### src/rtl/alu_pkg.sv
// Shared constants for the execute-stage ALU: widths and opcode encodings.
package alu_pkg;

  localparam int unsigned DATA_W = 8;
  localparam int unsigned OP_W   = 4;

  localparam logic [OP_W-1:0] OP_ADD  = 4'b0000;
  localparam logic [OP_W-1:0] OP_SUB  = 4'b0001;
  localparam logic [OP_W-1:0] OP_AND  = 4'b0010;
  localparam logic [OP_W-1:0] OP_OR   = 4'b0011;
  localparam logic [OP_W-1:0] OP_XOR  = 4'b0100;
  localparam logic [OP_W-1:0] OP_NOT  = 4'b0101;
  localparam logic [OP_W-1:0] OP_SHL  = 4'b0110;
  localparam logic [OP_W-1:0] OP_SHR  = 4'b0111;
  localparam logic [OP_W-1:0] OP_ROL  = 4'b1000;
  localparam logic [OP_W-1:0] OP_ROR  = 4'b1001;
  localparam logic [OP_W-1:0] OP_NAND = 4'b1010;
  localparam logic [OP_W-1:0] OP_NOR  = 4'b1011;
  localparam logic [OP_W-1:0] OP_XNOR = 4'b1100;
  localparam logic [OP_W-1:0] OP_GT   = 4'b1101;
  localparam logic [OP_W-1:0] OP_EQ   = 4'b1110;
  localparam logic [OP_W-1:0] OP_PASS = 4'b1111;

endpackage

### src/rtl/alu_core.sv
// Combinational ALU datapath: computes next result and carry from the operands.
//   a, b     : unsigned operands (b unused by unary ops)
//   alu_sel  : opcode
//   res_c    : combinational result
//   carry_c  : combinational carry / borrow / shift-out flag
module alu_core
  import alu_pkg::*;
(
  input  logic [DATA_W-1:0] a,
  input  logic [DATA_W-1:0] b,
  input  logic [OP_W-1:0]   alu_sel,
  output logic [DATA_W-1:0] res_c,
  output logic              carry_c
);

  // One extra bit holds the add carry-out or the subtract borrow.
  logic [DATA_W:0] sum_ext;
  logic [DATA_W:0] diff_ext;

  assign sum_ext  = {1'b0, a} + {1'b0, b};
  assign diff_ext = {1'b0, a} - {1'b0, b};

  // Opcode decode; carry is zero unless the operation defines it.
  always_comb begin
    res_c   = '0;
    carry_c = 1'b0;
    case (alu_sel)
      OP_ADD:  begin
        res_c   = sum_ext[DATA_W-1:0];
        carry_c = sum_ext[DATA_W];
      end
      OP_SUB:  begin
        res_c   = diff_ext[DATA_W-1:0];
        carry_c = diff_ext[DATA_W];
      end
      OP_AND:  res_c = a & b;
      OP_OR:   res_c = a | b;
      OP_XOR:  res_c = a ^ b;
      OP_NOT:  res_c = ~a;
      OP_SHL:  begin
        res_c   = {a[DATA_W-2:0], 1'b0};
        carry_c = a[DATA_W-1];
      end
      OP_SHR:  begin
        res_c   = {1'b0, a[DATA_W-1:1]};
        carry_c = a[0];
      end
      OP_ROL:  res_c = {a[DATA_W-2:0], a[DATA_W-1]};
      OP_ROR:  res_c = {a[0], a[DATA_W-1:1]};
      OP_NAND: res_c = ~(a & b);
      OP_NOR:  res_c = ~(a | b);
      OP_XNOR: res_c = ~(a ^ b);
      OP_GT:   res_c = DATA_W'(a > b);
      OP_EQ:   res_c = DATA_W'(a == b);
      OP_PASS: res_c = a;
      default: begin
        res_c   = '0;
        carry_c = 1'b0;
      end
    endcase
  end

endmodule

### src/rtl/alu.sv
// Registered 8-bit execute-stage ALU: one operation per cycle, one-cycle latency.
//   clk, rst_n : clock and asynchronous active-low reset
//   A, B       : unsigned operands
//   ALU_Sel    : opcode
//   res        : registered result
//   carry      : registered carry / borrow / shift-out flag
module alu
  import alu_pkg::*;
(
  input  logic              clk,
  input  logic              rst_n,
  input  logic [DATA_W-1:0] A,
  input  logic [DATA_W-1:0] B,
  input  logic [OP_W-1:0]   ALU_Sel,
  output logic [DATA_W-1:0] res,
  output logic              carry
);

  logic [DATA_W-1:0] res_d;
  logic [DATA_W-1:0] res_q;
  logic              carry_d;
  logic              carry_q;

  alu_core u_core (
    .a       (A),
    .b       (B),
    .alu_sel (ALU_Sel),
    .res_c   (res_d),
    .carry_c (carry_d)
  );

  // Output registers; reset clears them immediately and drops any in-flight op.
  always_ff @(posedge clk or negedge rst_n) begin
    if (!rst_n) begin
      res_q   <= '0;
      carry_q <= 1'b0;
    end else begin
      res_q   <= res_d;
      carry_q <= carry_d;
    end
  end

  assign res   = res_q;
  assign carry = carry_q;

endmodule

### config.mk
export PLATFORM = sky130hd
export DESIGN_NAME = alu
export DESIGN_NICKNAME = d
export VERILOG_FILES = /design/src/rtl/alu_pkg.sv /design/src/rtl/alu_core.sv /design/src/rtl/alu.sv
export SDC_FILE = /design/constraint.sdc
export NUM_CORES = 1
export LEC_CHECK = 0
export ABC_AREA = 1
export CELL_PAD_IN_SITES_DETAIL_PLACEMENT = 1
export CELL_PAD_IN_SITES_GLOBAL_PLACEMENT = 1
export CORE_ASPECT_RATIO = 1.5
export CORE_MARGIN = 5
export CORE_UTILIZATION = 40
export DETAILED_ROUTE_END_ITERATION = 16
export GPL_TIMING_DRIVEN = 0
export PLACE_DENSITY_LB_ADDON = 0.1
export SYNTH_ARGS = -nofsm -noshare
export SYNTH_HDL_FRONTEND = slang
export SYNTH_SLANG_ARGS = --single-unit
### constraint.sdc
create_clock -name clk -period 1.2 [get_ports clk]
set_clock_uncertainty 0.1 [all_clocks]
set_input_delay 0.18 -clock clk [delete_from_list [all_inputs] [get_ports clk]]
set_output_delay 0.18 -clock clk [all_outputs]
set_load 0.01 [all_outputs]
==> results.yml, run 1 <==
timing:
  worst-ep-kind: "register data pin"
  worst_endpoint: "carry$_DFF_PN0_/D"
place:
  portBuffers: 30
  dpl.cell_count: 462
  routabilityCongestion: 0.9394
  place_ws_ns: -1.333
  dp.final_hpwl_mm: 6.791
outcome:
  firstError: "[ERROR DPL-0033] detailed placement checks failed during check placement."
  status: "did not finish"
  stop_stage: "global routing"
yosys:
  synth_edf_count: 0
  seq_area_frac_synth_pct: 11.24
  ys.flop_type: "dfrtp_1"
  async_flop_share_pct: 100.0
  synthCells: 366
  syn-mean-instance-area_um2: 5.473
  synth.distinct_cells: 21
  syn_nets: 414
  netlist_area_um2: 2003
  ys_warn_count: 0
  synth-seq-cells: 9
grt:
  grt_max_degree: 10
  grt_antenna_before_repair: 0
die:
  rows: 31
  pin_count: 31
  start_util_pct: 41.32
  fp.dieW_um: 67.78
  die_h_um: 96.67
clock_tree:
  ctsRootBufferMaster: "clkbuf_8"
  ctsLongestPathBuffers: 2
  htreeDepth: 1
  cts_made_buffers: 3
  cts_hold_buf: 0
  cts.sinks: 9
==> logic make-up after synthesis <==
| family | share of synthesized area, % |
|---|---|
| xor+xnor | 1.749 |
| compound gates | 10.24 |
| simple gates | 48.22 |
| flops | 11.24 |
| fa+ha+maj | 16.99 |
| buf+inv | 11.56 |
==> per-stage QoR <==
stage / setup TNS (ns) / area, um2 / utilization [%]
CTS: -1.636 / 3152 / 65.01
detailed placement: -11.33 / 2580 / 53.21
global placement: -11.12 / 2580 / 53.21
floorplan: -1.404 / 2197 / -
==> cell usage after synthesis, types with 2 or more instances <==
cell type	count	area share, %
nand2_1	128	24
inv_1	55	10
nor2_1	45	8.4
nand3_1	31	7.7
ha_1	24	15
a21oi_1	16	4.0
nand4_1	15	4.7
o21ai_0	10	2.5
dfrtp_1	9	11
o22ai_1	6	1.9
buf_2	5	1.2
nor3_1	5	1.2
nand3b_1	4	1.5
o211ai_1	3	1.1
xor2_1	3	1.3
fa_1	2	2.0
==> repair_timing <==
action / in CTS
endpoints found under the setup margin: 18
setup buffers: 33
cloned: 1
pin swaps: 42
gates resized for setup: 191
==> run 2: changes to the inputs <==
Settings changed: CELL_PAD_IN_SITES_DETAIL_PLACEMENT 1 to unset, CELL_PAD_IN_SITES_GLOBAL_PLACEMENT 1 to unset, CORE_ASPECT_RATIO 1.5 to unset, PLACE_DENSITY_LB_ADDON 0.1 to 0.15.
==> run 2 against run 1 <==
  * The flow now finishes, with violations (setup timing)
  * Synthesized cell count is the same
  * Synthesized area is the same
==> results.yml, run 2 <==
outcome:
  status: "finished with violations"
  violations: "setup timing"
grt:
  grt_antenna_before_repair: 0
  grt_usage_pct: 26.05
  grt_max_degree: 10
  grt_pass1_vias: 2874
  grt_first_pass_wirelength_mm: 13.37
  grt_overflow: 0
yosys:
  syn-mean-instance-area_um2: 5.473
  synth-seq-cells: 9
  ys.flop_type: "dfrtp_1"
  async_flop_share_pct: 100.0
  synth_edf_count: 0
  synth_top_area_share_pct: 23.99
  synth.distinct_cells: 21
  synthCells: 366
  syn_nets: 414
  synth.most_common_cell: "nand2_1"
  ys_warn_count: 0
  synth.largest_area_cell: "nand2_1"
  netlist_area_um2: 2003
  ys_top_cells_by_count: "128 x nand2_1, 55 x inv_1, 45 x nor2_1"
  seq_area_frac_synth_pct: 11.24
  synth_area_leaders: "nand2_1 24%, ha_1 15%, dfrtp_1 11%, inv_1 10%, nor2_1 8.4%"
clock_tree:
  ctsLongestPathBuffers: 2
  ctsRootBufferMaster: "clkbuf_8"
  clkTransAtPathRegs_ns: 0.04
  tritoncts: "built"
  htreeDepth: 1
  cts.sinks: 9
  cts_hold_buf: 0
  cts_made_buffers: 3
power_and_ir_drop:
  ir_drop_uv: 491.2
  clkPwrFrac_pct: 15.8
  switchingPower_uw: 950.0
  power_uw: 2196
  p_int_uw: 1246
  pwr-share-comb_pct: 67.9
  powerDensity_nw_per_um2: 618.2
  seq_power_share_pct: 16.3
  swShare_pct: 43.26
  p_leak_uw: 0.001665
cells_and_area:
  nets: 495
  largest_reg_flops: 8
  fillers: 376
  final_common_cell: "nand2_1"
  insertedDiodeCount: 0
  drive_above_1_share_pct: 47.53
  utilization_pct: 74.22
  final_cell_mix: "93 x nand2_1, 43 x buf_4, 30 x nand2_2"
  area_delta_synth_final_pct: 77.33
die:
  rows: 25
  fp.dieW_um: 80.77
  start_util_pct: 41.86
  die_area_um2: 6523
  pin_count: 31
  core_area_um2: 4786
  die_h_um: 80.77
place:
  routabilityCongestion: 0.9606
  portBuffers: 30
  dp.final_hpwl_mm: 5.631
timing:
  setup_ws_ns: -0.2806
  relSlewSlack_pct: 73.70
  fin_crit_sh_pct: 123.4
  fin_crit_ns: 1.481
  worst_pin_slew_ns: 0.3932
  setup_viol: 9
  fin_hold_ws_ns: 0.1440
  final_max_slew_viol_count: 0
  grt_setup_unrepaired: "yes"
  clock.fmax_ghz: 0.6754
  final-hold-violation-count: 0
  setup-tns-final_ns: -1.672
job:
  max_cap_violations: 0
route:
  routed_wl_mm: 8.667
  routedWlPerCell_um: 16.89
  drt_pass1_iterations: 5
  drtAntennaViolNets: 0
  vias: 2875
  drt-vias-per-instance: 5.604
  initialDrtViolationCount: 233
  drcViolationCount: 0
critical_path:
  required_ns: 1.26
  endpoint_kind: "flop"
  crit_fanout: 4
  crit_type: "input pin to flop"
  cp-start-kind: "input pin"
  crit_arrival_ns: 1.54
min_path:
  holdCritPathClass: "input pin to async pin"
[run 2: critical path, stage by stage]
cell and delay [ns]:
buf_12 0.12, inv_16 0.05, ha_4 0.13, inv_4 0.04
fa_2 0.41, a21oi_2 0.20, o21ai_2 0.09, nand3_1 0.09
nand4_1 0.11, nand3b_1 0.12
[run 2: cell type report]
class                   instances  area [um2]  share of cell area, %
multi-input cells             297        2147                  60.44
repair buffers                 78       720.7                  20.29
inverters                      55       285.3                  8.031
flip-flops and latches          9       225.2                  6.340
well taps                      67       83.83                  2.360
clock buffers                   4       45.04                  1.268
plain buffers                   3       45.04                  1.268
[run 2: kinds of logic (layout without fill, tap and decap cells)]
group                      count (synthesis)  count (layout)  synth area share (%)
DFF                                        9               9                 11.24
adders and majority gates                 26              26                 16.99
xor gates and xnor gates                   4               4                 1.749
buffers and inverters                     60             140                 11.56
AOI/OAI and AO/OA                         37              37                 10.24
and+or+nand+nor                          230             230                 48.22
[run 2: metrics by stage]
| stage | setup slack [ns] | instance area (um2) | cells |
|---|---|---|---|
| floorplan | -0.2301 | 2197 | 366 |
| global placement | -1.301 | 2581 | 463 |
| detailed placement | -1.285 | 2581 | 463 |
| CTS | -0.2565 | 3307 | 504 |
| global route | -0.3144 | 3552 | 513 |
| finish | -0.2806 | 3552 | 513 |
[run 2: worst max-delay path by stage]
stage,startpoint,to,slack (ns)
6_report,A[0],carry$_DFF_PN0_,-0.28
2_1_floorplan,A[0],res[2]$_DFF_PN0_,-0.23
4_1_cts,A[0],carry$_DFF_PN0_,-0.26
3_5_place_dp,A[0],carry$_DFF_PN0_,-1.29
3_3_place_gp,A[0],carry$_DFF_PN0_,-1.30
5_1_grt,A[0],res[2]$_DFF_PN0_,-0.31
[run 2: timing repair]
action	in CTS	in global routing
setup endpoints to repair	18	9
gates resized for setup	233	61
setup buffers	37	11
pin swaps	64	41
cloned	1	0
[run 2: layer usage]
metal / vias to the layer above / track usage (%) / routed length [um]
met1: 1312 / 31.95 / 3351
met3: 47 / 1.996 / 732
met2: 177 / 45.94 / 4184
met5: - / 0 / 0
met4: 0 / 12.50 / 399
li1: 1339 / - / -
[run 2: power by group through the flow]
stage	clock network (uW)	registers (uW)	logic, uW
6_report	347	358	1490
5_1_grt	360	361	1590
3_3_place_gp	0	364	965
3_5_place_dp	0	365	968
2_1_floorplan	0	391	579
4_1_cts	347	358	1300
No activity file was read; power rests on OpenSTA's default activity.
==> run 3: changes to the inputs <==
Settings changed: CTS_CLUSTER_SIZE set to 28, SETUP_SLACK_MARGIN set to 0.5.
==> run 3 against run 2 <==
  * The run ends with hold timing, setup timing left
  * Critical path depth did not move
  * Flip-flop and latch count did not move
  * Design area fell by 0.35%
  * Clock power barely moved
  * Hold slack got worse by 0.39 ns
  * Via count rose by 0.35%
  * Final cell count rose by 0.19%
  * Critical endpoint unchanged
==> results.yml, run 3 (synthesized netlist as in run 2, its figures left out) <==
outcome:
  status: "finished with violations"
  violations: "hold timing, setup timing"
clock_tree:
  cts_made_buffers: 3
  cts_hold_buf: 0
  htreeDepth: 1
  ctsLongestPathBuffers: 2
  clkTransAtPathRegs_ns: 0.05
  cts.sinks: 9
  tritoncts: "built"
  ctsRootBufferMaster: "clkbuf_8"
power_and_ir_drop:
  ir_drop_uv: 490.7
  p_leak_uw: 0.001671
  powerDensity_nw_per_um2: 620.2
grt:
  grt_overflow: 0
  grt_first_pass_wirelength_mm: 13.36
  grt_antenna_before_repair: 0
  grt_max_degree: 10
  grt_pass1_vias: 2869
  grt_usage_pct: 26.12
cells_and_area:
  utilization_pct: 73.96
  final_cell_mix: "95 x nand2_1, 41 x buf_4, 28 x nand2_2"
  multi_input_area_um2: 2133
  largest_reg_flops: 8
  register_area_um2: 225.2
  final_common_cell: "nand2_1"
  fillers: 366
  stdcell_area_um2: 3540
  stdcell_count: 514
  drive_above_1_share_pct: 49.22
  nets: 496
  area_delta_synth_final_pct: 76.70
  insertedDiodeCount: 0
timing:
  relSlewSlack_pct: 73.24
  grt_setup_unrepaired: "yes"
  fin_crit_ns: 1.530
  clock.fmax_ghz: 0.6537
  setup_ws_ns: -0.3299
  final-hold-violation-count: 9
  worst_pin_slew_ns: 0.4008
  setup_viol: 9
  fin_crit_sh_pct: 127.5
  fin_hold_ws_ns: -0.2414
  final_max_slew_viol_count: 0
job:
  max_cap_violations: 0
place:
  place_ws_ns: -1.285
  placed_area_um2: 2581
  portBuffers: 30
  dp.final_hpwl_mm: 5.631
  dpl.cell_count: 463
  routabilityCongestion: 0.9606
route:
  routedWlPerCell_um: 16.85
  vias: 2885
  drcViolationCount: 0
  routed_wl_mm: 8.663
  drt_pass1_iterations: 5
  drtAntennaViolNets: 0
  initialDrtViolationCount: 259
  drt-vias-per-instance: 5.613
critical_path:
  crit_type: "input pin to flop"
  required_ns: 1.26
  crit_fanout: 4
  crit_end: "carry$_DFF_PN0_"
  endpoint_kind: "flop"
  cp-start-kind: "input pin"
  crit_arrival_ns: 1.59
  crit_path_start: "A[0]"
die:
  fp.dieW_um: 80.77
  die_area_um2: 6523
  pin_count: 31
  core_area_um2: 4786
  rows: 25
  start_util_pct: 41.86
  die_h_um: 80.77
min_path:
  holdCritPathClass: "input pin to async pin"
-- run 3: critical path, cell delays in order --
cell      delay [ns]
buf_12          0.12
inv_16          0.05
ha_4            0.13
inv_4           0.04
fa_2            0.41
a21oi_2         0.20
o21ai_2         0.10
nand3_1         0.12
nand4_1         0.12
nand3b_1        0.13
-- run 3: how the worst min path moves through the flow --
stage                                   to  slack, ns   from
after global routing      res[1]$_DFF_PN0_      -0.21  rst_n
after global placement    res[0]$_DFF_PN0_       0.40  rst_n
after detailed placement  res[1]$_DFF_PN0_       0.40  rst_n
after floorplan            carry$_DFF_PN0_      -0.22  rst_n
after CTS                 res[1]$_DFF_PN0_       0.16  rst_n
final                     res[4]$_DFF_PN0_      -0.24  rst_n
-- run 3: area by class of cell --
class	count	share of cell area, %
sequential	9	6.363
inverter	55	7.847
buffer	5	2.262
clock buffer	4	1.273
multi-input combinational	297	60.27
timing repair buffer	77	19.62
tap	67	2.368
-- run 3: repair_timing --
action	in CTS	in global routing
setup buffers	38	8
cloned	1	0
gates resized for setup	266	51
hold endpoints to repair	0	9
pin swaps	65	38
endpoints found under the setup margin	18	27
-- run 3: per-stage QoR --
step	total power, uW	TNS [ns]
floorplan	970.1	-1.404
global placement	1329	-10.83
detailed placement	1333	-10.71
CTS	2015	-1.337
global route	2305	-2.323
finish	2195	-1.888
-- run 3: power by group --
part | total [uW] | switching, uW | internal, uW
sequential | 358 | 9.16 | 349
clock | 347 | 116 | 231
combinational | 1490 | 826 | 664
total | 2200 | 951 | 1240
-- run 3: routing by layer --
layer  track usage [%]  vias to the layer above  routed length [um]
li1                  -                     1343                   -
met1             32.55                     1310                3457
met2             46.03                      189                4112
met3             1.109                       43                 754
met4             12.67                        0                 338
met5                 0                        -                   0
==> run 4: changes to the inputs <==
--- a/config.mk
+++ b/config.mk
@@ -14,3 +14,3 @@
 export PLACE_DENSITY_LB_ADDON = 0.15
-export SETUP_SLACK_MARGIN = 0.5
+export SETUP_SLACK_MARGIN = 0.3
 export SYNTH_ARGS = -nofsm -noshare
--- a/constraint.sdc
+++ b/constraint.sdc
@@ -4,2 +4,2 @@
 set_output_delay 0.18 -clock clk [all_outputs]
-set_load 0.01 [all_outputs]
+set_load 0.005 [all_outputs]
==> run 4 against run 3 <==
  * Sequential share of layout area barely moved
  * Sequential power about the same
  * The flow finishes with violations (setup timing)
  * Count of clock-buffer cells in the layout is the same
  * Final cell count stayed put
  * Via count increased by 0.66%
  * Utilization shrank 0.18 points
  * Fmax increased by 0.80%
  * First-iteration DRC count fell by 17%
  * Power decreased by 0.95%
==> results.yml, run 4 (synthesized netlist as in run 2, its figures left out) <==
outcome:
  status: "finished with violations"
  violations: "setup timing"
cells_and_area:
  area_delta_synth_final_pct: 76.27
  nets: 496
  register_area_um2: 225.2
  largest_reg_flops: 8
  final_common_cell: "nand2_1"
  insertedDiodeCount: 0
  fillers: 365
  final_cell_mix: "95 x nand2_1, 41 x buf_4, 28 x nand2_2"
  multi_input_area_um2: 2133
  drive_above_1_share_pct: 49.22
die:
  rows: 25
  fp.dieW_um: 80.77
  pin_count: 31
  core_area_um2: 4786
  start_util_pct: 41.86
  die_h_um: 80.77
  die_area_um2: 6523
timing:
  setup_ws_ns: -0.3177
  relSlewSlack_pct: 73.47
  clock.fmax_ghz: 0.6589
  final-hold-violation-count: 0
  grt_setup_unrepaired: "yes"
  final_max_slew_viol_count: 0
  worst_pin_slew_ns: 0.3966
  fin_crit_ns: 1.518
  fin_crit_sh_pct: 126.5
  setup-tns-final_ns: -1.851
  setup_viol: 9
  fin_hold_ws_ns: 0.1447
power_and_ir_drop:
  clkPwrFrac_pct: 16.0
  switchingPower_uw: 933.6
  ir_drop_uv: 483.1
  p_leak_uw: 0.001661
  powerDensity_nw_per_um2: 615.8
  power_uw: 2174
  p_int_uw: 1241
  seq_power_share_pct: 16.4
  pwr-share-comb_pct: 67.5
  swShare_pct: 42.93
grt:
  grt_first_pass_wirelength_mm: 13.35
  grt_usage_pct: 26.10
  grt_antenna_before_repair: 0
  grt_max_degree: 10
  grt_overflow: 0
  grt_pass1_vias: 2876
critical_path:
  endpoint_kind: "flop"
  crit_arrival_ns: 1.58
  cp-start-kind: "input pin"
  crit_fanout: 4
  crit_type: "input pin to flop"
  required_ns: 1.26
route:
  vias: 2904
  drt-vias-per-instance: 5.650
  routedWlPerCell_um: 16.84
  drcViolationCount: 0
  drtAntennaViolNets: 0
  drt_pass1_iterations: 5
  initialDrtViolationCount: 216
  routed_wl_mm: 8.655
clock_tree:
  cts.sinks: 9
  cts_made_buffers: 3
  ctsRootBufferMaster: "clkbuf_8"
  ctsLongestPathBuffers: 2
  clkTransAtPathRegs_ns: 0.05
  cts_hold_buf: 0
  htreeDepth: 1
  tritoncts: "built"
place:
  portBuffers: 30
  routabilityCongestion: 0.9606
  dp.final_hpwl_mm: 5.631
job:
  max_cap_violations: 0
min_path:
  holdCritPathClass: "input pin to async pin"
run 4: changes by cell type in the layout (fill, tap and decap cells not counted):
cell,delta
buf_2,+1
buf_6,-1
clkdlybuf4s50_1,+1
dlymetal6s2s_1,-1
run 4: cell type report:
| cell class | count | share of cell area (%) |
|---|---|---|
| flip-flops and latches | 9 | 6.378 |
| clock buffers | 4 | 1.276 |
| inverters | 55 | 7.867 |
| repair buffers | 77 | 19.42 |
| multi-input cells | 297 | 60.42 |
| well taps | 67 | 2.374 |
| plain buffers | 5 | 2.268 |
run 4: critical path, cell delays in order:
cell      delay, ns
buf_12         0.12
inv_16         0.05
ha_4           0.13
inv_4          0.04
fa_2           0.41
a21oi_2        0.20
o21ai_2        0.09
nand3_1        0.12
nand4_1        0.12
nand3b_1       0.12
run 4: per-layer routing:
layer,share of wire (%),up-vias,GRT usage (%)
li1,-,1341,-
met1,39,1328,32.55
met2,48,195,45.78
met3,9.2,40,1.109
met4,3.9,0,13.01
met5,0,-,0
run 4: how the worst max path moves through the flow:
stage,from,endpoint,depth (start not counted),slack [ns]
2_1_floorplan,A[0],res[2]$_DFF_PN0_,9,-0.23
3_3_place_gp,A[0],carry$_DFF_PN0_,10,-1.30
3_5_place_dp,A[0],carry$_DFF_PN0_,10,-1.29
4_1_cts,A[0],carry$_DFF_PN0_,10,-0.26
5_1_grt,A[0],carry$_DFF_PN0_,10,-0.35
6_report,A[0],carry$_DFF_PN0_,10,-0.32
run 4: per-stage QoR:
stage | utilization, % | area (um2) | setup slack [ns] | instances
finish | 73.78 | 3531 | -0.3177 | 514
global route | 73.78 | 3531 | -0.3483 | 514
CTS | 69.20 | 3312 | -0.2565 | 506
detailed placement | 53.93 | 2581 | -1.285 | 463
global placement | 53.93 | 2581 | -1.301 | 463
floorplan | - | 2197 | -0.2301 | 366
run 4: repair_timing:
item / in CTS / in global routing
resized for setup: 265 / 50
gates cloned: 1 / 0
pin swaps: 65 / 38
setup endpoints to repair: 18 / 18
buffers inserted: 38 / 8
run 4: power by group through the flow:
stage,logic (uW),registers (uW),clock network (uW)
3_3_place_gp,946,364,0
6_report,1470,358,348
3_5_place_dp,949,365,0
2_1_floorplan,579,373,0
4_1_cts,1290,358,347
5_1_grt,1560,361,360
